### config.mk
export PLATFORM = sky130hd
export DESIGN_NAME = cacheline_adaptor
export DESIGN_NICKNAME = d
export VERILOG_FILES = /design/src/rtl/cacheline_adaptor.sv
export SDC_FILE = /design/constraint.sdc
export NUM_CORES = 1
export LEC_CHECK = 0
export ABC_CLOCK_PERIOD_IN_PS = 2260
export CORE_AREA = 2 2 281 283
export CTS_CLUSTER_SIZE = 20
export DETAILED_ROUTE_END_ITERATION = 12
export DIE_AREA = 0 0 283 285
export MAX_ROUTING_LAYER = met4
export PLACE_DENSITY_LB_ADDON = 0.2
export SYNTH_ARGS = -nofsm -noshare
export SYNTH_HDL_FRONTEND = slang
export SYNTH_SLANG_ARGS = --single-unit
### constraint.sdc
create_clock -name clk -period 2.26 [get_ports clk]
set_clock_uncertainty 0.15 [all_clocks]
set_input_delay 0.452 -clock clk [delete_from_list [all_inputs] [get_ports clk]]
set_output_delay 0.452 -clock clk [all_outputs]
set_load 0.005 [all_outputs]
### src/rtl/cacheline_adaptor.sv
// rtl/cacheline_adaptor.sv - 256-bit line request to narrow DRAM burst adaptor.
// Optional macro CACHELINE_ADAPTOR_FWD_EN: forward the final read beat and respond in that same cycle.
module cacheline_adaptor #(
    parameter int BEATS  = 4,
    parameter int BEAT_W = 64
) (
    input  logic                      clk,
    input  logic                      rst,
    input  logic                      pmem_read,
    input  logic                      pmem_write,
    input  logic [31:0]               pmem_address,
    input  logic [BEATS*BEAT_W-1:0]   pmem_wdata,
    output logic [BEATS*BEAT_W-1:0]   pmem_rdata,
    output logic                      pmem_resp,
    output logic                      dram_read,
    output logic                      dram_write,
    output logic [31:0]               dram_address,
    output logic [BEAT_W-1:0]         dram_wdata,
    input  logic [BEAT_W-1:0]         dram_rdata,
    input  logic                      dram_resp
);

    localparam int LINE_W = BEATS * BEAT_W;
    localparam int CNT_W  = (BEATS > 1) ? $clog2(BEATS) : 1;
    localparam int OFF_W  = $clog2(LINE_W / 8);

    typedef enum logic [1:0] {IDLE, READ, WRITE, DONE} state_t;

    state_t              state_q, state_d;
    logic [CNT_W-1:0]    cnt_q, cnt_d;
    logic [31:0]         addr_q, addr_d;
    logic [LINE_W-1:0]   wbuf_q, wbuf_d;
    logic [LINE_W-1:0]   rbuf_q, rbuf_d;
    logic                last_beat;
    logic                addr_unused;

    // Byte offset within the line is meaningless on the burst side.
    assign addr_unused = ^pmem_address[OFF_W-1:0];
    assign last_beat   = dram_resp && (cnt_q == CNT_W'(BEATS - 1));

    always_comb begin
        state_d = state_q;
        cnt_d   = cnt_q;
        addr_d  = addr_q;
        wbuf_d  = wbuf_q;
        rbuf_d  = rbuf_q;
        case (state_q)
            IDLE: begin
                if (pmem_write) begin
                    addr_d  = {pmem_address[31:OFF_W], {OFF_W{1'b0}}};
                    wbuf_d  = pmem_wdata;
                    cnt_d   = '0;
                    state_d = WRITE;
                end else if (pmem_read) begin
                    addr_d  = {pmem_address[31:OFF_W], {OFF_W{1'b0}}};
                    cnt_d   = '0;
                    state_d = READ;
                end
            end
            READ: begin
                if (dram_resp) begin
                    rbuf_d[cnt_q*BEAT_W +: BEAT_W] = dram_rdata;
                    cnt_d = cnt_q + CNT_W'(1);
                    if (last_beat) begin
`ifdef CACHELINE_ADAPTOR_FWD_EN
                        state_d = IDLE;
`else
                        state_d = DONE;
`endif
                    end
                end
            end
            WRITE: begin
                if (dram_resp) begin
                    cnt_d = cnt_q + CNT_W'(1);
                    if (last_beat) begin
                        state_d = DONE;
                    end
                end
            end
            DONE: begin
                state_d = IDLE;
            end
            default: begin
                state_d = IDLE;
            end
        endcase
    end

    always_ff @(posedge clk) begin
        if (rst) begin
            state_q <= IDLE;
            cnt_q   <= '0;
            addr_q  <= '0;
            wbuf_q  <= '0;
            rbuf_q  <= '0;
        end else begin
            state_q <= state_d;
            cnt_q   <= cnt_d;
            addr_q  <= addr_d;
            wbuf_q  <= wbuf_d;
            rbuf_q  <= rbuf_d;
        end
    end

    assign dram_read    = (state_q == READ);
    assign dram_write   = (state_q == WRITE);
    assign dram_address = addr_q;
    assign dram_wdata   = dram_write ? wbuf_q[cnt_q*BEAT_W +: BEAT_W] : '0;

`ifdef CACHELINE_ADAPTOR_FWD_EN
    logic fwd;
    assign fwd        = (state_q == READ) && last_beat;
    assign pmem_resp  = (state_q == DONE) || fwd;
    assign pmem_rdata = fwd ? {dram_rdata, rbuf_q[(BEATS-1)*BEAT_W-1:0]} : rbuf_q;
`else
    assign pmem_resp  = (state_q == DONE);
    assign pmem_rdata = rbuf_q;
`endif

endmodule

==> results.tsv <==
metric	value	unit
hpwl dp	60900	um
Post-layout nets	3532	
Syn Inst Count	2357	
type of the most critical hold path	input port to register	
GPL Wtd Cong	0.867	
drt total wl	93800	um
I/O Pins	712	
M3 GR Usage	0.0443	
crit end category	output pin	
RSZ-0062 raised after global routing	yes	
Pre-antenna DRT Iters	5	
Layout area overhead	72.9	%
#FFs+latches synth	543	
RR Startpoint	cnt_q[0]$_SDFFE_PP0P_	
post-synth cell types	35	
root buf cell	clkbuf_16	
Final Worst Setup Slack	-0.516	ns
largest net degree at the start of global routing	107	
relative slew slack	0.480	
grt peak-use layer	met2	
commonest non-fill, non-tap cell in the layout	nand2_1	
clk sink count	543	
Tmin final	2.78	ns
CP Max Fanout	5	
Worst-path clk slew	0.06	ns
IO Port Bufs	701	
layout cells sized above 1	0.249	
maximum clock path buffer count	3	
Core Util, Final	0.461	
Critical Path Source Type	register	
Die Y	285	um
area of the mapped netlist	0.0208	mm^2
die area	0.0807	mm^2
WL/cell	21.9	um
Core Region	0.0780	mm^2
max-cap viol count	0	
Fin. Hold Viols	0	
critical path required time	1.66	ns
Synth warnings	0	
worst setup path category	register to output pin	
Max Clk Rate	360	MHz
Setup Viol. Count Final	320	
worst setup path startpoint	cnt_q[0]$_SDFFE_PP0P_	
CP Data Arrival Time	2.17	ns
hold_sp	pmem_wdata[145]	
first-pass GRT wire length	137000	um
number of global-route vias before repair	21600	
total grt overflow	0	
status	finished, violations left	
initial core utilization	0.267	
average footprint of a synthesized cell	8.83	um^2
maximum VDD drop	0.618	mV
DRC viols	0	
M1 GR Usage	0.271	
DRT iter0 DRCs	1044	
setup_tns	-88.45	ns
grt met2 use	0.370	
routed vias/inst	4.93	
TritonCTS buffer count	61	
Total GRT Usage	0.229	
initial antenna violation count	25	
final worst path period share	1.23	
total number of vias	21100	
commonest non-fill, non-tap cells in the layout	684 x nand2_1, 633 x clkdlybuf4s50_1, 540 x dfxtp_1	
leakage	0.0127	uW
register area share after synthesis	0.522	
clock tree from TritonCTS	built	
post-route ant nets	0	
die width	283	um
Clock Latency Late Sink	0.61	ns
Slew @ Worst Pin	0.779	ns
Row Count	103	
final max-slew violation count	0	
fillers	7304	
pwr dens	953	mW/mm^2
failing checks	negative setup slack	
H-tree Lvls	2	
metrics by stage:
| step | hold slack (ns) | area, um^2 | std cells | worst slack, ns | total power, uW |
|---|---|---|---|---|---|
| 2_1_floorplan | 0.283 | 20800 | 2361 | 0.00217 | 16000 |
| 6_report | 0.238 | 36000 | 4287 | -0.516 | 34300 |
| 3_5_place_dp | 0.293 | 29900 | 4025 | -0.279 | 20900 |
| 3_3_place_gp | 0.289 | 29900 | 4025 | -0.276 | 20800 |
| 4_1_cts | 0.190 | 35500 | 4276 | -0.629 | 35300 |
| 5_1_grt | 0.225 | 36000 | 4287 | -0.591 | 35800 |
final timing paths:
| kind | to | slack (ns) | depth (start not counted) |
|---|---|---|---|
| worst max register to register | pmem_rdata[103]$_SDFFE_PP0P_ | -0.35 | 15 |
| worst min-delay path | wbuf_q[145]$_SDFFE_PP0P_ | 0.24 | 3 |
| worst min register to register | wbuf_q[206]$_SDFFE_PP0P_ | 0.30 | 2 |
| worst max-delay path | dram_wdata[39] | -0.52 | 6 |
final cells by class:
class,instances,area (um^2),area share
Clock inverter,21,260,0.00723
Clock buffer,92,1850,0.0515
Inverter,5,26.3,0.000730
Multi-Input combinational cell,1598,10700,0.296
Sequential cell,543,10900,0.302
Timing Repair Buffer,954,10900,0.304
Tap cell,1050,1310,0.0365
Antenna cell,24,60.1,0.00167
layer usage:
| layer | share of wire | wire length [um] | up-vias |
|---|---|---|---|
| li1 | - | - | 9756 |
| met1 | 0.40 | 37900 | 10400 |
| met2 | 0.48 | 45300 | 750 |
| met3 | 0.057 | 5390 | 250 |
| met4 | 0.056 | 5230 | 0 |
| met5 | 0 | 0 | - |
cells in the mapped netlist (all sizes together):
cell	n	share of area
mux4	64	0.069
nor4bb	2	0.00096
and2	66	0.020
clkbuf	120	0.022
nand2	685	0.12
o311a	1	0.00048
o21a	1	0.00036
conb	1	0.00018
a22o	64	0.027
o311ai	2	0.00084
dfxtp	543	0.52
nor2	77	0.014
nand2b	2	0.00060
buf	97	0.027
nand3	119	0.029
a32oi	77	0.032
nor2b	3	0.00090
a21boi	1	0.00036
o31ai	1	0.00036
a211o	1	0.00042
nor4b	2	0.0016
and4	2	0.00084
a21oi	400	0.096
nor3b	1	0.00036
or3	1	0.00030
o21ai	4	0.00096
inv	5	0.00090
ha	12	0.0072
and3	3	0.00090
critical path, stage by stage (launching register included):
cell and delay, ns:
dfxtp_4 0.36, buf_12 0.14, buf_12 0.14, buf_8 0.13
mux4_2 0.50, and2_4 0.19, buf_6 0.11
state kept, by name, indices dropped and copies added, names as in the netlist:
name and flops:
pmem_rdata 256, cnt_q 2, wbuf_q 256, dram_address 27
state_q 2
kinds of logic (layout without fill, tap and decap cells):
logic type | after synthesis | in the layout | share of synthesized area
compound gates | 552 | 552 | 0.159
fa+ha+maj | 12 | 12 | 0.00721
buf+inv | 222 | 1072 | 0.0493
flops | 543 | 543 | 0.522
mux | 64 | 64 | 0.0693
other cells | 1 | 29 | 0.000180
simple gates | 963 | 965 | 0.192
power by group:
group	internal (uW)	leakage (uW)	total (uW)	switching [uW]
clock	6310	0.00106	10500	4160
sequential	10600	0.00442	11200	607
combinational	6530	0.00727	12600	6050
repair_timing:
item	4_1_cts	5_1_grt
endpoints found under the hold margin	4	0
resized for setup	636	200
pin swaps	227	163
hold buffers	1	0
setup buffers	103	29
setup endpoints to repair	319	323
cloned	44	0
Power figures use the tool's default switching activity.
